===== src/rtl/dtcore32_lsu.sv =====
// dtcore32_lsu: memory-stage load/store unit.
// Decodes the EX/MEM memory op and checks alignment. It runs one access at a
// time on a req/gnt/rvalid data bus and stalls the pipeline until that access
// resolves. Load data, masks and trap info are presented on a one-cycle done_o.
// Optional build macro DTCORE32_LSU_TIMEOUT_EN adds a bus watchdog that raises
// an access-fault trap after TIMEOUT_CYCLES cycles in REQ or RESP.
//
// state | meaning
// IDLE  | waiting for a valid memory op; misaligned ops trap straight to DONE
// REQ   | dmem_req_o asserted, bus outputs held until dmem_gnt_i
// RESP  | granted, waiting for dmem_rvalid_i
// DONE  | results valid, done_o pulses unless the access was flushed
module dtcore32_lsu #(
  parameter int TIMEOUT_CYCLES = 64
) (
  input  logic        clk_i,
  input  logic        rst_ni,
  input  logic        in_valid_i,
  input  logic [4:0]  mem_op_i,
  input  logic [31:0] addr_i,
  input  logic [31:0] store_wdata_i,
  input  logic        flush_i,
  output logic        dmem_req_o,
  output logic        dmem_we_o,
  output logic [31:0] dmem_addr_o,
  output logic [3:0]  dmem_wmask_o,
  output logic [31:0] dmem_wdata_o,
  input  logic        dmem_gnt_i,
  input  logic        dmem_rvalid_i,
  input  logic [31:0] dmem_rdata_i,
  output logic        stall_o,
  output logic        done_o,
  output logic [31:0] load_rdata_o,
  output logic [3:0]  rmask_o,
  output logic [3:0]  wmask_o,
  output logic        trap_valid_o,
  output logic [31:0] trap_mcause_o
);

  typedef enum logic [1:0] {IDLE, REQ, RESP, DONE} state_t;
  state_t state, state_next;

  logic        accept, misaligned;
  logic [1:0]  off, off_q, size_q;
  logic        uns_q, kill_q, kill_set;
  logic        finish, fin_trap, timeout;
  logic [31:0] fin_cause, wdata_d, load_ext;
  logic [3:0]  mask_d, mask_q;
  logic [7:0]  lane_b;
  logic [15:0] lane_h;

  assign off        = addr_i[1:0];
  assign accept     = in_valid_i & mem_op_i[4] & ~flush_i;
  assign misaligned = mem_op_i[1] ? (off != 2'b00) : (mem_op_i[0] & off[0]);

  // Byte-lane mask and lane-replicated store data for the incoming op
  always_comb begin
    mask_d  = 4'b1111;
    wdata_d = store_wdata_i;
    case (mem_op_i[1:0])
      2'b00: begin
        mask_d  = 4'b0001 << off;
        wdata_d = {4{store_wdata_i[7:0]}};
      end
      2'b01: begin
        mask_d  = 4'b0011 << off;
        wdata_d = {2{store_wdata_i[15:0]}};
      end
      default: ;
    endcase
  end

  assign lane_b = dmem_rdata_i[{off_q, 3'b000} +: 8];
  assign lane_h = dmem_rdata_i[{off_q[1], 4'b0000} +: 16];

  // Select the addressed lane of the read data and extend it
  always_comb begin
    load_ext = dmem_rdata_i;
    case (size_q)
      2'b00:   load_ext = uns_q ? {24'd0, lane_b} : {{24{lane_b[7]}}, lane_b};
      2'b01:   load_ext = uns_q ? {16'd0, lane_h} : {{16{lane_h[15]}}, lane_h};
      default: ;
    endcase
  end

`ifdef DTCORE32_LSU_TIMEOUT_EN
  logic [31:0] wdog_q;

  // Watchdog down-counter, reloaded on every state change and outside REQ/RESP
  always_ff @(posedge clk_i) begin
    if (!rst_ni) begin
      wdog_q <= '0;
    end else if ((state_next != state) || !((state == REQ) || (state == RESP))) begin
      wdog_q <= 32'(TIMEOUT_CYCLES - 1);
    end else if (wdog_q != '0) begin
      wdog_q <= wdog_q - 32'd1;
    end
  end

  assign timeout = ((state == REQ) || (state == RESP)) && (wdog_q == '0);
`else
  logic unused_timeout_cfg;
  assign unused_timeout_cfg = (TIMEOUT_CYCLES != 0);
  assign timeout = 1'b0;
`endif

  // State register
  always_ff @(posedge clk_i) begin
    if (!rst_ni) state <= IDLE;
    else         state <= state_next;
  end

  // Next-state logic, bus request, stall and result-capture strobes
  always_comb begin
    state_next = state;
    dmem_req_o = 1'b0;
    stall_o    = 1'b0;
    done_o     = 1'b0;
    finish     = 1'b0;
    fin_trap   = 1'b0;
    fin_cause  = 32'd0;
    kill_set   = 1'b0;
    case (state)
      IDLE: begin
        if (accept) begin
          stall_o = 1'b1;
          if (misaligned) begin
            state_next = DONE;
            finish     = 1'b1;
            fin_trap   = 1'b1;
            fin_cause  = mem_op_i[3] ? 32'd6 : 32'd4;
          end else begin
            state_next = REQ;
          end
        end
      end
      REQ: begin
        dmem_req_o = 1'b1;
        stall_o    = 1'b1;
        if (dmem_gnt_i) begin
          kill_set = flush_i;
          if (dmem_rvalid_i) begin
            state_next = DONE;
            finish     = ~(kill_q | flush_i);
          end else begin
            state_next = RESP;
          end
        end else if (flush_i) begin
          state_next = IDLE;
        end else if (timeout) begin
          state_next = DONE;
          finish     = ~kill_q;
          fin_trap   = 1'b1;
          fin_cause  = dmem_we_o ? 32'd7 : 32'd5;
        end
      end
      RESP: begin
        stall_o  = 1'b1;
        kill_set = flush_i;
        if (dmem_rvalid_i) begin
          state_next = DONE;
          finish     = ~(kill_q | flush_i);
        end else if (timeout) begin
          state_next = DONE;
          finish     = ~(kill_q | flush_i);
          fin_trap   = 1'b1;
          fin_cause  = dmem_we_o ? 32'd7 : 32'd5;
        end
      end
      DONE: begin
        done_o     = ~kill_q;
        state_next = IDLE;
      end
      default: state_next = IDLE;
    endcase
  end

  assign dmem_wmask_o = dmem_we_o ? mask_q : 4'b0000;

  // Access registers, kill flag and result outputs
  always_ff @(posedge clk_i) begin
    if (!rst_ni) begin
      dmem_addr_o   <= '0;
      dmem_we_o     <= 1'b0;
      dmem_wdata_o  <= '0;
      mask_q        <= '0;
      off_q         <= '0;
      size_q        <= '0;
      uns_q         <= 1'b0;
      kill_q        <= 1'b0;
      load_rdata_o  <= '0;
      rmask_o       <= '0;
      wmask_o       <= '0;
      trap_valid_o  <= 1'b0;
      trap_mcause_o <= '0;
    end else begin
      if ((state == IDLE) && accept && !misaligned) begin
        dmem_addr_o  <= {addr_i[31:2], 2'b00};
        dmem_we_o    <= mem_op_i[3];
        dmem_wdata_o <= wdata_d;
        mask_q       <= mask_d;
        off_q        <= off;
        size_q       <= mem_op_i[1:0];
        uns_q        <= mem_op_i[2];
      end
      if (state_next == IDLE) kill_q <= 1'b0;
      else if (kill_set)      kill_q <= 1'b1;
      if (finish) begin
        trap_valid_o  <= fin_trap;
        trap_mcause_o <= fin_cause;
        if (fin_trap) begin
          load_rdata_o <= '0;
          rmask_o      <= '0;
          wmask_o      <= '0;
        end else if (dmem_we_o) begin
          load_rdata_o <= '0;
          rmask_o      <= '0;
          wmask_o      <= mask_q;
        end else begin
          load_rdata_o <= load_ext;
          rmask_o      <= mask_q;
          wmask_o      <= '0;
        end
      end
    end
  end

endmodule


===== config.mk =====
export PLATFORM = sky130hd
export DESIGN_NAME = dtcore32_lsu
export DESIGN_NICKNAME = d
export VERILOG_FILES = /design/src/rtl/dtcore32_lsu.sv
export SDC_FILE = /design/constraint.sdc
export NUM_CORES = 1
export LEC_CHECK = 0
export BUFFER_PORTS_ARGS = -buffer_cell sky130_fd_sc_hd__buf_2
export CAP_MARGIN = 20
export CORE_MARGIN = 2
export CORE_UTILIZATION = 48
export DETAILED_ROUTE_END_ITERATION = 16
export PLACE_DENSITY_LB_ADDON = 0.1
export SYNTH_ARGS = -nofsm -noshare
export SYNTH_HDL_FRONTEND = slang
export SYNTH_SLANG_ARGS = --single-unit

===== constraint.sdc =====
create_clock -name clk_i -period 2.4 [get_ports clk_i]
set_clock_uncertainty 0.05 [all_clocks]
set_input_delay 0.48 -clock clk_i [delete_from_list [all_inputs] [get_ports clk_i]]
set_output_delay 0.48 -clock clk_i [all_outputs]
set_load 0.01 [all_outputs]

==> Yosys cells after proc, flatten, opt, wreduce, memory -nomap -nowiden <==
Index checks and enable logic that the tools add are counted.
{ "totals": {"register_bits": 148, "inputBits": 107, "output_inout_bits": 145} }
{ "op_classes": {"eq_ne": 5, "shift": 4, "muxes": 35, "n_bitwise": 8, "reduce_logical": 10} }
{ "ops": {"columns": ["cell", "count"], "rows": [
  ["32-bit two-way mux", 4],
  ["32-bit case mux with 2 select lines", 2],
  ["32-bit by 6-bit indexed part select with 16-bit output", 1],
  ["32-bit by 6-bit indexed part select with 8-bit output", 1],
  ["4-bit two-way mux", 4],
  ["2-bit two-way mux", 6],
  ["1-bit two-way mux", 11],
  ["3-bit two-way mux", 3],
  ["2-bit zero test", 4],
  ["2-bit case mux with 4 select lines", 1],
  ["4-bit case mux with 2 select lines", 1],
  ["2-bit by 1-bit == test with 1-bit output (second input constant)", 3],
  ["2-bit == test (second input constant)", 2],
  ["1-bit inverter", 4],
  ["1-bit case mux with 2 select lines", 2],
  ["2-bit OR reduction", 2],
  ["1-bit by 2-bit left shift with 4-bit output (first input constant)", 1],
  ["2-bit by 2-bit left shift with 4-bit output (first input constant)", 1],
  ["1-bit AND", 3],
  ["1-bit case mux with 3 select lines", 1],
  ["1-bit logical AND", 2],
  ["2-bit nonzero test", 1],
  ["1-bit zero test", 1],
  ["1-bit OR", 1]
]} }

==> Logic depth before layout (Yosys ltp) <==
{ "logic_depth": {"ltp_word": 7, "depth_mapped": 9} }

==> Worst setup path after synthesis <==
OpenSTA, ideal clock, no wires.
{ "synth_timing": {"kind": "reg-to-reg", "from": "register state[0]", "to": "register load_rdata_o[21]", "setup_ns": 0.116, "arrival_ns": 1.875, "setup_slack_ns": 0.359, "stages_incl_launch_ff": 10, "path_buffers": 2, "period_less_slack_ns": 2.041, "cell_sequence": "dfxtp_1 inv_1 ha_1 nand4b_4 nor4_4 a31oi_4 and2_1 buf_6 buf_6 a22o_4"} }
{ "synth_via": {"elab_chain_len": 3} }
{ "synth_lines": {"columns": ["item", "line_no", "rtl"], "rows": [
  ["from (decl)", "41", "state_t state, state_next;"],
  ["from (signal assigned)", "110", "else state <= state_next;"],
  ["2-bit zero test", "123", "case (state)"],
  ["1-bit two-way mux", null, null],
  ["32-bit two-way mux", "211", "if (fin_trap) begin"],
  ["to (signal assigned)", "220", "load_rdata_o <= load_ext;"],
  ["to (decl)", "33", "output logic [31:0] load_rdata_o,"]
]} }
Parallel ways exist; a longest one is shown, timed or not.
A chain may end at the register's enable or synchronous reset.

==> Final worst setup path <==
{ "layout_timing": {"from": "register state[0]", "to": "output stall_o"} }
{ "layout_via": {"elab_chain_len": 3} }
{ "layout_lines": {"columns": ["item", "line_no", "rtl"], "rows": [
  ["2-bit == test or 2-bit by 1-bit == test with 1-bit output (tied branches)", "123", null],
  ["2-bit OR reduction (no line)", null, null],
  ["1-bit case mux with 2 select lines (*)", "123", null],
  ["to (decl)", "31", "output logic stall_o,"]
]} }
Mark *: on every way between the ends. The rest lies on a longest branch, timed or not.

==> impl_metrics.py <==
metrics = {
    "clocking": {
        "cts.sinks": 117,
        "clock_latency_ns": 0.41,
        "clockBufferDepth": 2,
        "path_clk_slew_ns": 0.05,
        "htree_levels": 4,
        "cts_made_buffers": 17,
        "cts_root_buf": "clkbuf_16",
        "cts_tree": "yes",
    },
    "outcome": {
        "status": "finished clean",
    },
    "drt": {
        "dr.first_iter.drc_count": 299,
        "wl_per_cell_um": 15.44,
        "drt_wl_total_um": 15360,
        "drtPass1Iterations": 4,
        "vias": 5219,
        "via_per_inst": 5.245,
        "detail-route-antenna-nets": 0,
        "drc_errors": 0,
    },
    "synthesis": {
        "synth_compound_area_frac": 0.2224,
        "synth_seq_cells": 117,
        "synth-xor-area-share": 0,
        "synth-simple-area-share": 0.2209,
        "synth_area_um2": 5614,
        "yosys-top-cells-area": "dfxtp_1 (42%), nand2_1 (7.6%), a21boi_0 (7.0%)",
        "synthMuxAreaShare": 0.03989,
        "synth.distinct_cells": 52,
        "synth-async-reset-ratio": 0,
        "synth_top_family_by_area": "compound AO/OA/AOI/OAI gates",
        "syn_avg_cell_area_um2": 8.911,
        "yosys_warnings": 0,
        "ys.flop_type": "dfxtp_1",
        "ys_seq_area_frac": 0.4172,
        "synth.top_cell.area_share": 0.4172,
        "synth_edf_count": 0,
        "synthAdderAreaFrac": 0.01337,
        "syn_inst": 630,
        "synth_top_area_cell": "dfxtp_1",
    },
    "final_layout": {
        "final_cell_mix": "buf_2 (219), dfxtp_1 (117), nand2_1 (114), a21boi_0 (52), conb_1 (32)",
        "final_common_cell": "buf_2",
        "drive_gt1_frac": 0.3325,
        "fin_area_um2": 7305,
        "fillers": 994,
        "syn2layout_area_growth_pct": 30.11,
        "num-nets-final": 951,
    },
    "worst_setup_path": {
        "crit_path_start_kind": "flop",
        "setup.worst_path.end_class": "output pin",
        "worstSetupPathType": "reg2out",
        "reg2reg_depth": 7,
        "crit_start": "state[0]",
        "cp_top_family": "simple AND/OR/NAND/NOR gates",
        "cp_common_cell": "nor2_1",
        "r2r_start": "state[0]",
        "crit_path_cell_trace": "inv_1 -> ha_1 -> and4b_1 -> nor2_1 -> nor2_1 -> buf_2",
        "ff2ff_setup_slack_ns": 0.24,
        "reg2reg_to": "load_rdata_o[21]",
        "arrival_ns": 1.75,
        "timing.critical_path.buf_inv": 2,
        "required_ns": 1.87,
        "crit_path_max_incr_delay_ns": 0.34,
        "crit_path_end": "stall_o",
        "critical_path.max_fanout": 4,
        "cp_slowest_cell": "dfxtp_1",
        "worstSetupPathDepth": 6,
    },
    "power": {
        "p_leak_nw": 3.429,
        "power.density_nw_per_um2": 756.8,
        "ir_worst_vdd_uv": 602.2,
        "p_total_mw": 5.528,
    },
    "die": {
        "die-area_um2": 12580,
        "ioPinCount": 252,
        "core_um2": 11420,
        "rows": 39,
        "die-width_um": 112.2,
        "die_y_um": 112.2,
        "start_util": 0.4917,
    },
    "global_routing": {
        "antenna_found_initial": 1,
        "grt_max_degree": 70,
        "grt_pass1_vias": 5063,
        "grt_pass1_wl_um": 24900,
        "grt_overflow": 0,
        "track_usage": 0.2445,
    },
    "place": {
        "dp_hpwl_um": 11120,
        "place_area_um2": 6690,
        "portBuffers": 219,
        "place_congestion": 0.9212,
    },
    "timing": {
        "rsz0062_at_grt": "false",
        "setup_tns_ns": 0,
        "final-max-slew-violation-count": 0,
        "period_share": 0.9506,
        "worst_pin_slew_ns": 0.5963,
        "fmaxAchievable_mhz": 438.3,
        "fin_crit_ns": 2.281,
        "setup_viol": 0,
        "hold_violations": 0,
        "relSlewSlack": 0.6025,
    },
    "min_path": {
        "min-delay-path-class": "in2reg",
        "hold_path_depth": 3,
        "min_from": "addr_i[27]",
    },
    "job": {
        "maxCapViolations": 0,
    },
}
-- state kept, by name (all words and copies together), names as in the netlist --
register	cells
dmem_we_o	1
wmask_o	4
kill_q	1
off_q	2
trap_mcause_o	1
load_rdata_o	32
trap_valid_o	1
dmem_addr_o	30
state	2
size_q	2
rmask_o	4
mask_q	4
uns_q	1
dmem_wdata_o	32
-- stage by stage --
stage | util | hold slack (ns) | instances | setup slack (ns)
finish | 0.6397 | 0.2713 | 995 | 0.1186
global route | 0.6397 | 0.2630 | 995 | 0.02846
CTS | 0.6374 | 0.2536 | 991 | 0.05134
detailed placement | 0.5859 | 0.4032 | 959 | 0.07424
global placement | 0.5859 | 0.3968 | 959 | 0.1340
floorplan | - | 0.4166 | 661 | 0.3589
-- worst min-delay path by stage --
stage	slack, ns	endpoint
2_1_floorplan	0.42	uns_q
3_3_place_gp	0.40	load_rdata_o[2]
3_5_place_dp	0.40	dmem_addr_o[8]
4_1_cts	0.25	dmem_addr_o[27]
5_1_grt	0.26	dmem_addr_o[27]
6_report	0.27	dmem_addr_o[27]
-- timing repair --
| action | 4_1_cts | 5_1_grt |
|---|---|---|
| gates resized for setup | 0 | 1 |
| setup endpoints to repair | 0 | 24 |
| setup buffers | 0 | 3 |
| hold buffers | 0 | 0 |
-- kinds of logic (layout without fill, tap and decap cells) --
family          count (synthesis)  in the layout
fa+ha+maj                       6              6
mux                            21             21
other cells                     1             33
buf+inv                        83            273
simple gates                  242            242
compound gates                160            160
flops                         117            117
-- cells in the mapped netlist, types with 4 or more instances --
library cell	count
buf_4	33
nor3_1	13
nand2b_1	25
a22o_1	22
clkbuf_1	27
a21oi_1	15
a21boi_0	52
inv_1	4
nor2b_1	31
a2bb2oi_1	8
buf_2	9
a22oi_1	5
nand2_1	114
buf_1	6
nand3b_1	6
o211a_1	11
mux2i_1	19
and2_1	5
a32oi_1	4
o221ai_1	8
nor2_1	12
and3_1	8
nand3_1	15
ha_1	6
o21ai_0	16
a221oi_1	9
dfxtp_1	117
-- where the power goes --
| part | internal, mW | total (mW) | switching (mW) |
|---|---|---|---|
| Sequential | 2.05 | 2.13 | 0.0748 |
| Combinational | 0.388 | 0.916 | 0.528 |
| Clock | 1.63 | 2.48 | 0.858 |
-- layout make-up --
cell class / count / area (µm²) / share of cell area
multi-input combinational: 461 / 2922 / 0.4000
sequential: 117 / 2342 / 0.3207
timing repair buffer: 237 / 1256 / 0.1720
clock buffer: 23 / 488.0 / 0.06680
tap: 143 / 178.9 / 0.02449
clock inverter: 9 / 100.1 / 0.01370
inverter: 4 / 15.01 / 0.002055
antenna: 1 / 2.502 / 0.0003426
-- routing by layer --
| metal | track usage | part of all wire | wire length [µm] | up-vias |
|---|---|---|---|---|
| li1 | - | - | - | 2556 |
| met1 | 0.3054 | 0.42 | 6523 | 2428 |
| met2 | 0.3916 | 0.47 | 7281 | 209 |
| met3 | 0.07829 | 0.082 | 1262 | 26 |
| met4 | 0.1024 | 0.019 | 294 | 0 |
| met5 | 0 | 0 | 0 | - |
-- tightest hold or removal path, cell delays in order --
cell	delay [ns]
buf_2	0.09
nand2_1	0.04
a21boi_0	0.06
Power figures use the tool's default switching activity.
